<file path="config.mk">
export PLATFORM = sky130hd
export DESIGN_NAME = lcd_spi_sink
export DESIGN_NICKNAME = d
export VERILOG_FILES = /design/src/rtl/lcd_spi_sink.sv
export SDC_FILE = /design/constraint.sdc
export NUM_CORES = 1
export LEC_CHECK = 0
export CORE_AREA = 2 2 128 130
export CTS_BUF_LIST = sky130_fd_sc_hd__clkbuf_8
export CTS_CLUSTER_DIAMETER = 120
export DETAILED_ROUTE_END_ITERATION = 10
export DIE_AREA = 0 0 130 132
export PLACE_DENSITY = 0.69
export SLEW_MARGIN = 10
export SYNTH_ARGS = -nofsm -noshare
export SYNTH_HDL_FRONTEND = slang
export SYNTH_SLANG_ARGS = --single-unit
</file>
<file path="constraint.sdc">
create_clock -name clk -period 3 [get_ports clk]
set_input_delay 0.3 -clock clk [delete_from_list [all_inputs] [get_ports clk]]
set_output_delay 0.3 -clock clk [all_outputs]
set_load 0.03 [all_outputs]
</file>
<file path="src/rtl/lcd_spi_sink.sv">
// SPI sink for an LCD command/pixel stream: oversamples a mode-0 SPI bus,
// decodes CASET/RASET/RAMWR and emits pixel writes within the addressed window.
module lcd_spi_sink #(
  parameter int WIDTH  = 240,
  parameter int HEIGHT = 240
) (
  input  logic        clk,
  input  logic        rst_n,
  input  logic        lcd_cs,
  input  logic        lcd_dc,
  input  logic        lcd_sclk,
  input  logic        lcd_mosi,
  output logic        byte_valid,
  output logic [7:0]  byte_data,
  output logic        byte_dc,
  output logic        pix_valid,
  output logic [8:0]  pix_x,
  output logic [8:0]  pix_y,
  output logic [15:0] pix_data,
  output logic        frame_done,
  output logic        cmd_err
);

  typedef enum logic [2:0] {ST_CMD, ST_CASET, ST_RASET, ST_RAMWR, ST_SKIP} state_t;

  localparam logic [9:0] X_LIM = 10'(WIDTH);
  localparam logic [9:0] Y_LIM = 10'(HEIGHT);

  logic [1:0] cs_sync, dc_sync, sclk_sync, mosi_sync;
  logic       sclk_prev;
  logic [7:0] shift_q;
  logic [2:0] bit_cnt;

  wire cs_s      = cs_sync[1];
  wire dc_s      = dc_sync[1];
  wire mosi_s    = mosi_sync[1];
  wire sclk_rise = sclk_sync[1] & ~sclk_prev;

  // NOTE: sequential state uses non-blocking assignments so every flop samples
  // the pre-edge value of its neighbours; blocking here would collapse the
  // two-stage synchronizers into a single stage.
  always_ff @(posedge clk or negedge rst_n) begin
    if (!rst_n) begin
      cs_sync   <= '0;
      dc_sync   <= '0;
      sclk_sync <= '0;
      mosi_sync <= '0;
      sclk_prev <= 1'b0;
    end else begin
      cs_sync   <= {cs_sync[0], lcd_cs};
      dc_sync   <= {dc_sync[0], lcd_dc};
      sclk_sync <= {sclk_sync[0], lcd_sclk};
      mosi_sync <= {mosi_sync[0], lcd_mosi};
      sclk_prev <= sclk_sync[1];
    end
  end

  always_ff @(posedge clk or negedge rst_n) begin
    if (!rst_n) begin
      shift_q    <= '0;
      bit_cnt    <= '0;
      byte_data  <= '0;
      byte_dc    <= 1'b0;
      byte_valid <= 1'b0;
    end else begin
      byte_valid <= 1'b0;
      if (cs_s) begin
        bit_cnt <= '0;
      end else if (sclk_rise) begin
        shift_q <= {shift_q[6:0], mosi_s};
        bit_cnt <= bit_cnt + 3'd1;
        if (bit_cnt == 3'd7) begin
          byte_data  <= {shift_q[6:0], mosi_s};
          byte_dc    <= dc_s;
          byte_valid <= 1'b1;
        end
      end
    end
  end

  state_t      state, state_nx;
  logic [1:0]  param_idx;
  logic [15:0] start_val;
  logic [7:0]  end_hi, hi_byte;
  logic        half;
  logic [8:0]  xs, xe, ys, ye, cur_x, cur_y;

  always_ff @(posedge clk or negedge rst_n) begin
    if (!rst_n) state <= ST_CMD;
    else        state <= state_nx;
  end

  // NOTE: every always_comb output gets a default first so no path can infer a latch.
  always_comb begin
    state_nx = state;
    if (byte_valid && !byte_dc) begin
      case (byte_data)
        8'h2A:   state_nx = ST_CASET;
        8'h2B:   state_nx = ST_RASET;
        8'h2C:   state_nx = ST_RAMWR;
        default: state_nx = ST_SKIP;
      endcase
    end else if (byte_valid && (state == ST_CASET || state == ST_RASET) && param_idx == 2'd3) begin
      state_nx = ST_SKIP;
    end
  end

  logic        is_cmd, is_win, is_pix, commit, win_bad, in_bounds, x_last, y_last;
  logic [15:0] end_val;

  always_comb begin
    is_cmd    = byte_valid & ~byte_dc;
    is_win    = byte_valid & byte_dc & (state == ST_CASET || state == ST_RASET);
    is_pix    = byte_valid & byte_dc & (state == ST_RAMWR) & half;
    commit    = is_win & (param_idx == 2'd3);
    end_val   = {end_hi, byte_data};
    win_bad   = start_val > end_val;
    in_bounds = ({1'b0, cur_x} < X_LIM) && ({1'b0, cur_y} < Y_LIM);
    x_last    = cur_x == xe;
    y_last    = cur_y == ye;
  end

  always_ff @(posedge clk or negedge rst_n) begin
    if (!rst_n) begin
      param_idx  <= '0;
      start_val  <= '0;
      end_hi     <= '0;
      hi_byte    <= '0;
      half       <= 1'b0;
      xs         <= '0;
      xe         <= 9'(WIDTH - 1);
      ys         <= '0;
      ye         <= 9'(HEIGHT - 1);
      cur_x      <= '0;
      cur_y      <= '0;
      pix_valid  <= 1'b0;
      pix_x      <= '0;
      pix_y      <= '0;
      pix_data   <= '0;
      frame_done <= 1'b0;
      cmd_err    <= 1'b0;
    end else begin
      pix_valid  <= 1'b0;
      frame_done <= 1'b0;
      cmd_err    <= 1'b0;
      if (is_cmd) begin
        param_idx <= '0;
        half      <= 1'b0;
        if (byte_data == 8'h2C) begin
          cur_x <= xs;
          cur_y <= ys;
        end
      end else if (is_win) begin
        param_idx <= param_idx + 2'd1;
        case (param_idx)
          2'd0: start_val[15:8] <= byte_data;
          2'd1: start_val[7:0]  <= byte_data;
          2'd2: end_hi          <= byte_data;
          default: ;
        endcase
        if (commit) begin
          if (win_bad) begin
            cmd_err <= 1'b1;
          end else if (state == ST_CASET) begin
            xs <= start_val[8:0];
            xe <= end_val[8:0];
          end else begin
            ys <= start_val[8:0];
            ye <= end_val[8:0];
          end
        end
      end else if (byte_valid && byte_dc && state == ST_RAMWR) begin
        if (!half) begin
          hi_byte <= byte_data;
          half    <= 1'b1;
        end else begin
          half     <= 1'b0;
          pix_data <= {hi_byte, byte_data};
          pix_x    <= cur_x;
          pix_y    <= cur_y;
          // Clipped pixels still walk the cursor so the window stays aligned.
          pix_valid  <= in_bounds;
          frame_done <= in_bounds & x_last & y_last;
          if (!x_last) begin
            cur_x <= cur_x + 9'd1;
          end else begin
            cur_x <= xs;
            cur_y <= y_last ? ys : cur_y + 9'd1;
          end
        end
      end
    end
  end

  logic unused_pix;
  assign unused_pix = is_pix;

endmodule

</file>
==> results of run 1 <==
-- timing repair --
| action | in CTS | in global routing |
|---|---|---|
| hold buffers | 1 | 0 |
| endpoints found under the hold margin | 60 | 0 |
| resized for setup | 0 | 0 |
-- per-stage QoR --
stage / area (µm²) / hold slack, ns / util
after floorplan: 7030 / 0.00441 / -
after global placement: 7870 / 0.332 / 0.501
after detailed placement: 7870 / 0.336 / 0.501
after CTS: 8270 / 0.248 / 0.526
after global routing: 8270 / 0.260 / 0.526
final: 8270 / 0.277 / 0.526
-- kinds of logic (layout without fill, tap and decap cells) --
family                     Yosys count  count (layout)  share of synthesized area
xor gates and xnor gates            21              21                     0.0262
adders and majority gates           24              24                     0.0427
buffers and inverters               52             127                     0.0299
and+or+nand+nor                    138             138                     0.0951
muxes                              101             101                      0.161
DFF                                158             158                      0.565
AOI/OAI and AO/OA                   99              99                     0.0801
-- critical path, delay by kind of cell, from the launching register on --
kind	cells	cell delay [ns]
buf+inv	1	0.19
mux	1	0.33
flops	1	0.39
simple gates	3	1.03
fa+ha+maj	1	0.30
compound gates	1	0.35
-- routing by layer --
| layer | vias up | GRT usage |
|---|---|---|
| met5 | - | 0 |
| met4 | 0 | 0.0669 |
| met3 | 21 | 0.0373 |
| met2 | 126 | 0.292 |
| met1 | 2314 | 0.256 |
| li1 | 2198 | - |
-- final cells by class --
class / count / area (µm²) / area share
timing repair buffer: 72 / 699 / 0.0846
clock inverter: 13 / 141 / 0.0171
sequential: 158 / 3970 / 0.480
multi-input combinational: 383 / 2850 / 0.345
clock buffer: 18 / 248 / 0.0300
tap: 216 / 270 / 0.0327
inverter: 24 / 90.1 / 0.0109
-- sequential cells by signal (all words and copies together) (netlist names), 3 cells and up --
name / flops
bit_cnt: 3
byte_data: 8
cur_x: 9
cur_y: 9
end_hi: 8
hi_byte: 8
pix_data: 16
pix_x: 9
pix_y: 9
shift_q: 7
start_val: 16
state: 3
xe: 9
xs: 9
ye: 9
ys: 9
-- path summary, 6_finish.rpt --
check,from,end,depth (start not counted)
max reg2reg,start_val[15],ye[4],7
min in group asynchronous,rst_n,pix_y[0],2
max in group asynchronous,rst_n,xe[6],3
min reg2reg,sclk_sync[0],sclk_sync[1],0
max,start_val[15],ye[4],7
min,lcd_dc,dc_sync[0],1
-- power by group --
group / leakage [µW] / total, µW / switching [µW] / internal, µW
clock: 0.000197 / 1540 / 782 / 759
sequential: 0.00212 / 2210 / 31.1 / 2170
combinational: 0.00164 / 99.1 / 55.8 / 43.4
-- cell usage in the layout (no fill, tap or decap), types with 4 or more instances in the layout --
cell type,instances
dfrtp_1,144
mux2_2,85
clkdlybuf4s50_1,51
o21ai_0,48
nand2_1,46
a21oi_1,32
inv_1,25
nand3_1,25
ha_1,24
nor2_1,21
xor2_1,19
clkbuf_8,18
buf_4,17
dfstp_2,14
mux2_1,10
and3_1,9
nor3_1,7
nand2b_1,7
mux2i_1,6
nand4_1,5
nor4_1,5
a21o_1,4
clkinv_4,4
==> key figures, run 1 <==
Global route
  • Global-route congestion overflow total: 0
  • Vias in the first global route: 4708
  • Global-route wire length before repair: between 20000 and 25000 µm
  • GRT Util Overall: 0.186
  • Antenna violations before repair: 0
  • Pin count of the biggest net entering global routing: 71

Placement
  • Global placer's final weighted congestion: 0.855
  • Placed Cells: 852
  • Half-perimeter wire length after placement: between 10000 and 15000 µm
  • Count of input and output buffers: 52
  • Worst slack, placed: around 0.33 ns

Logic synthesis
  • Number of synthesized flops with an enable pin: 0
  • FF+latch count, synth: 158
  • Number of standard cells after synthesis: roughly 590
  • Syn. warnings: 0
  • Post-synthesis async set-or-reset flop share: 1.00
  • Number of distinct library cells after synthesis: 43
  • Most instantiated library cell after synthesis: dfrtp_1
  • Number of nets in the synthesized netlist: 623
  • Part of the Yosys area used for sequential elements: 0.565
  • Ranking of synthesized cells by area: dfrtp_1 (51%), mux2_2 (14%), dfstp_2 (5.2%)
  • Per-instance average area after synthesis: between 10 and 15 µm²
  • Area of the mapped netlist: 0.00703 mm²
  • Share of Yosys cell area claimed by the top area cell type: 0.513
  • Top cell type by total area after synthesis: dfrtp_1
  • Flip-flop cell with the highest count after synthesis: dfrtp_1
  • Synth cell count leaders: dfrtp_1 (144), mux2_2 (85), o21ai_0 (48)

Final layout
  • Final net count: 686
  • Count of non-filler cells in the finished layout: just under 900
  • Number of diodes added for antenna fixing: 0
  • Fraction of final layout cells sized beyond drive strength 1: 0.229
  • Area growth from synthesis to layout: 17.7%
  • Number of fill cells in the layout: 1347

Setup path
  • Sort of element at the start of the critical path: flip-flop
  • Register-to-register setup slack: 0.30 ns
  • CP Data Required Time: ~3.3 ns
  • Peak fanout along the critical path: 18
  • Top cell by count, worst path: nand4_1
  • Capturing element type of the critical path: flip-flop
  • Data arrival time of the worst path: 3.04 ns
  • Critical Path Slowest Stage Cell: nor4_1
  • Critical path, cell by cell: ha_1, nand4_1, nor4_1, nand4_1, a211oi_4, buf_12, mux2_2
  • Delay of the slowest critical-path stage: 0.55 ns
  • Critical Setup Path Class: reg -> reg

Clocking
  • Number of levels the H-tree was split into: 4
  • Clock-pin slew on the worst setup and hold paths: 0.09 ns
  • Post-CTS Setup Inserts: 0
  • Clk root buf: clkbuf_8
  • Clock tree from TritonCTS: done
  • Clock sink count: 158
  • Number of buffers created by CTS: 17
  • Buffer depth of the longest clock path: 2
  • Clock network latency to the later pin of the worst-skew pair: 0.45 ns

Drt
  • Top layer used by detailed routing: met4
  • Starting DRC count in detailed routing: 439
  • # DRC: 0
  • Total met2 wirelength after detailed routing: 7180 µm
  • Post-detailed-route count of antenna-violating nets: 0
  • Routed length on met1: 6770 µm
  • Detailed-route via count: between 4000 and 5000
  • Number of vias per cell: 5.27
  • DRT Wirelength: roughly 15000 µm
  • Number of detailed-routing iterations run before antenna repair: 4
  • Met3 WL: about 500 µm
  • Routed len/inst: 16.6 µm

STA
  • Setup WS post-layout: between 0.2 and 0.3 ns
  • Fmax: around 370 MHz
  • Clock period minus worst slack: 2.70 ns
  • Number of failing hold endpoints at the final stage: 0
  • Final setup skew: 0.0121 ns
  • Final-report max-slew violation count: 0
  • RSZ-0062 raised after global routing: no
  • Ratio of final minimum period to clock period: 0.900
  • Final-layout setup total negative slack: 0 ns
  • Final setup vio count: 0
  • Headroom to the max-slew limit: 0.360
  • Slew at the pin with the worst max-slew slack: 0.957 ns

Floorplanning
  • Die boundary width: 130 µm
  • I/O pin count: 53
  • Cell Rows: 46
  • Core Area: 0.0157 mm²
  • Overall die area: approximately 0.017 mm²
  • Initial Utilization: 0.447
  • Vert. Die Dim: 132 µm

Run status
  • Result of the run: finished, final reports clean

Pwr
  • Design Power: 3850 µW
  • Pwr dens: 465 mW/mm²
  • VDD IR-drop max: 0.000373 V
  • LEAKAGE: a little under 0.004 µW

Run
  • # Max-Cap Violations: 0

Hold path
  • Type of the worst min-delay path: in -> reg
(Power assumes the default switching activity.)
==> inputs of run 2 (changes only) <==
--- a/config.mk
+++ b/config.mk
@@ -11,7 +11,7 @@
 export DETAILED_ROUTE_END_ITERATION = 10
 export DIE_AREA = 0 0 130 132
 export PLACE_DENSITY = 0.69
-export SLEW_MARGIN = 10
+export SLEW_MARGIN = 20
 export SYNTH_ARGS = -nofsm -noshare
 export SYNTH_HDL_FRONTEND = slang
 export SYNTH_SLANG_ARGS = --single-unit
==> results of run 2 <==
The final DEF is identical to that of run 1; final timing and power are the same.
==> inputs of run 3 (changes only) <==
--- a/config.mk
+++ b/config.mk
@@ -10,7 +10,7 @@
 export CTS_CLUSTER_DIAMETER = 120
 export DETAILED_ROUTE_END_ITERATION = 10
 export DIE_AREA = 0 0 130 132
-export PLACE_DENSITY = 0.69
+export PLACE_DENSITY = 0.71
 export SLEW_MARGIN = 20
 export SYNTH_ARGS = -nofsm -noshare
 export SYNTH_HDL_FRONTEND = slang
==> constraint.sdc (replaced) <==
create_clock -name clk -period 2.28 [get_ports clk]
set_input_delay 0.228 -clock clk [delete_from_list [all_inputs] [get_ports clk]]
set_output_delay 0.228 -clock clk [all_outputs]
set_load 0.03 [all_outputs]
==> key figures, run 3 (synthesis gave the netlist of run 1 again) <==
Hold path
  • Type of the worst min-delay path: in -> reg
  • Cells on Worst Hold Path: 1 (unchanged)
  • Start point of the worst min-delay path: lcd_cs
  • Worst hold path endpoint: cs_sync[0]

Final layout
  • Number of diodes added for antenna fixing: 0 (unchanged)
  • Final net count: 735 (+7.1%)
  • Fraction of final layout cells sized beyond drive strength 1: 0.323 (+0.0941)
  • Largest regs: pix_data (16), start_val (16)
  • Area growth from synthesis to layout: 28.1%
  • Leading cell types in the layout, fill and taps excluded: dfrtp_1 (136), mux2_2 (59), buf_4 (59)
  • Most common cell after layout, fill and taps aside: dfrtp_1

Clocking
  • Clock sink count: 158 (unchanged)
  • Buffer depth of the longest clock path: 2 (unchanged)
  • Number of levels the H-tree was split into: 4 (unchanged)
  • Clock network latency to the later pin of the worst-skew pair: 0.46 ns (about the same)
  • Clock tree from TritonCTS: done
  • Number of buffers created by CTS: 17 (unchanged)
  • Clk root buf: clkbuf_8
  • Clock-pin slew on the worst setup and hold paths: 0.08 ns (about the same)

Global route
  • GRT Util Overall: 0.198 (+0.0125)
  • Global-route congestion overflow total: 0 (unchanged)
  • Pin count of the biggest net entering global routing: 62 (-13%)
  • Antenna violations before repair: 0 (unchanged)
  • Vias in the first global route: 5217 (+11%)
  • Global-route wire length before repair: 26500 µm (+6.9%)

STA
  • Final setup skew: 0.0148 ns (+0.00271 ns)
  • Fmax: 375 MHz (+1.2%)
  • Setup WS post-layout: -0.388 ns (-0.688 ns)
  • Headroom to the max-slew limit: 0.621 (+0.261)
  • Final setup vio count: 36 (+36)
  • Slew at the pin with the worst max-slew slack: 0.569 ns (-0.388 ns)
  • Clock period minus worst slack: 2.67 ns (-0.0321 ns)
  • Number of failing hold endpoints at the final stage: 0 (unchanged)
  • Ratio of final minimum period to clock period: 1.17 (+0.270)
  • Final-report max-slew violation count: 0 (unchanged)
  • RSZ-0062 raised after global routing: yes

Setup path
  • Data arrival time of the worst path: 3.01 ns (-0.03 ns)
  • Critical Path Slowest Stage Cell: or4_1
  • CP Data Required Time: 2.62 ns (-0.72 ns)
  • Critical path, cell by cell: inv_1, ha_1, nand4_1, nor2_1, or4_1, a211o_1, a211oi_4, buf_6, buf_12, mux2_4
  • Sort of element at the start of the critical path: flip-flop
  • Endpoint of the lowest-slack register-to-register path: ys[4]
  • Critical Setup Path Class: reg -> reg
  • Reg-to-reg critical path startpoint: end_hi[7]
  • Capturing element type of the critical path: flip-flop
  • Register-to-register setup slack: -0.39 ns (-0.69 ns)
  • Delay of the slowest critical-path stage: 0.48 ns (-0.07 ns)
  • Peak fanout along the critical path: 9 (-9)
  • Number of cell instances on the worst register-to-register path: 10 (+3)

Floorplanning
  • Die boundary width: 130 µm (unchanged)
  • Vert. Die Dim: 132 µm (unchanged)
  • Initial Utilization: 0.447 (unchanged)
  • Cell Rows: 46 (unchanged)
  • Overall die area: 0.0172 mm² (unchanged)
  • Core Area: 0.0157 mm² (unchanged)
  • I/O pin count: 53 (unchanged)

Run status
  • Violated checks: negative setup slack
  • Result of the run: complete, but fails checks

Drt
  • Routed len/inst: 17.2 µm (+3.7%)
  • Starting DRC count in detailed routing: 520 (+18%)
  • Number of vias per cell: 5.32 (+0.86%)
  • Number of detailed-routing iterations run before antenna repair: 5 (+1)
  • Post-detailed-route count of antenna-violating nets: 0 (unchanged)
  • Detailed-route via count: 4965 (+6.6%)
  • # DRC: 0 (unchanged)
  • DRT Wirelength: 16100 µm (+9.6%)

Run
  • # Max-Cap Violations: 0 (unchanged)

Pwr
  • LEAKAGE: 0.00430 µW (+8.5%)
  • VDD IR-drop max: 0.000461 V (+24%)
  • Pwr dens: 615 mW/mm² (+32%)
  • Design Power: 5530 µW (+44%)

Placement
  • Half-perimeter wire length after placement: 11100 µm (+7.9%)
  • Count of input and output buffers: 52 (unchanged)
  • Worst slack, placed: -0.446 ns (-0.774 ns)
  • Global placer's final weighted congestion: 0.899 (+5.2%)
run 3: changes by cell type in the layout (fill, tap and decap cells not counted), moves of 4 or more:
| cell | delta |
|---|---|
| mux2_4 | +36 |
| bufinv_16 | +4 |
| inv_2 | +4 |
| buf_4 | +42 |
| dfrtp_2 | +8 |
| mux2_2 | -26 |
| buf_6 | +6 |
| mux2_1 | -10 |
| inv_1 | -4 |
| dfrtp_1 | -8 |
run 3: worst max path at each step:
stage | slack (ns) | from | cells after the start | endpoint
after floorplan | -0.44 | end_hi[5] | 9 | ye[8]
after global placement | -0.37 | end_hi[5] | 9 | ye[4]
after detailed placement | -0.45 | start_val[11] | 8 | ys[1]
after CTS | -0.39 | start_val[13] | 10 | xs[2]
after global routing | -0.48 | end_hi[5] | 10 | ys[1]
final | -0.39 | end_hi[7] | 10 | ys[4]
run 3: repair_timing:
action                                  CTS  global route
hold buffers                              1             0
resized for setup                        42            10
endpoints found under the hold margin    49             0
gates cloned                              4             0
setup buffers                             7             2
pin swaps                                 6             1
endpoints found under the setup margin   36            37
run 3: power breakdown:
group | switching [µW] | total [µW] | internal, µW
Clock | 1050 | 2500 | 1450
Combinational | 72.6 | 133 | 60.3
Sequential | 37.6 | 2900 | 2860
run 3: layout make-up:
class,instances,area (µm²)
Inverter,24,90.1
Sequential cell,158,3980
Timing Repair Buffer,121,1110
Clock inverter,14,238
Tap cell,216,270
Fill cell,1274,6710
Multi-Input combinational cell,383,3060
Clock buffer,18,248
run 3: stage by stage:
stage	instances	setup TNS (ns)	utilization	hold slack, ns	instance area [µm²]
floorplan	593	-7.53	-	-0.0676	7070
global placement	892	-8.38	0.524	0.237	8230
detailed placement	892	-10.36	0.524	0.245	8230
CTS	936	-11.57	0.575	0.180	9040
global route	934	-13.55	0.573	0.194	9000
finish	934	-10.27	0.573	0.200	9000
run 3: worst max-delay path: cells and delay by family (launching register included):
kind / cells / cell delay [ns]
adders and majority gates: 1 / 0.30
muxes: 1 / 0.30
buffers and inverters: 3 / 0.35
and+or+nand+nor: 3 / 0.74
AOI/OAI and AO/OA: 2 / 0.52
DFF: 1 / 0.34
run 3: metal layers:
layer / up-vias / part of all wire / GRT usage
met5: - / 0 / 0
met4: 0 / 0.028 / 0.0812
met3: 42 / 0.041 / 0.0507
met2: 127 / 0.48 / 0.312
met1: 2508 / 0.45 / 0.261
li1: 2288 / - / -
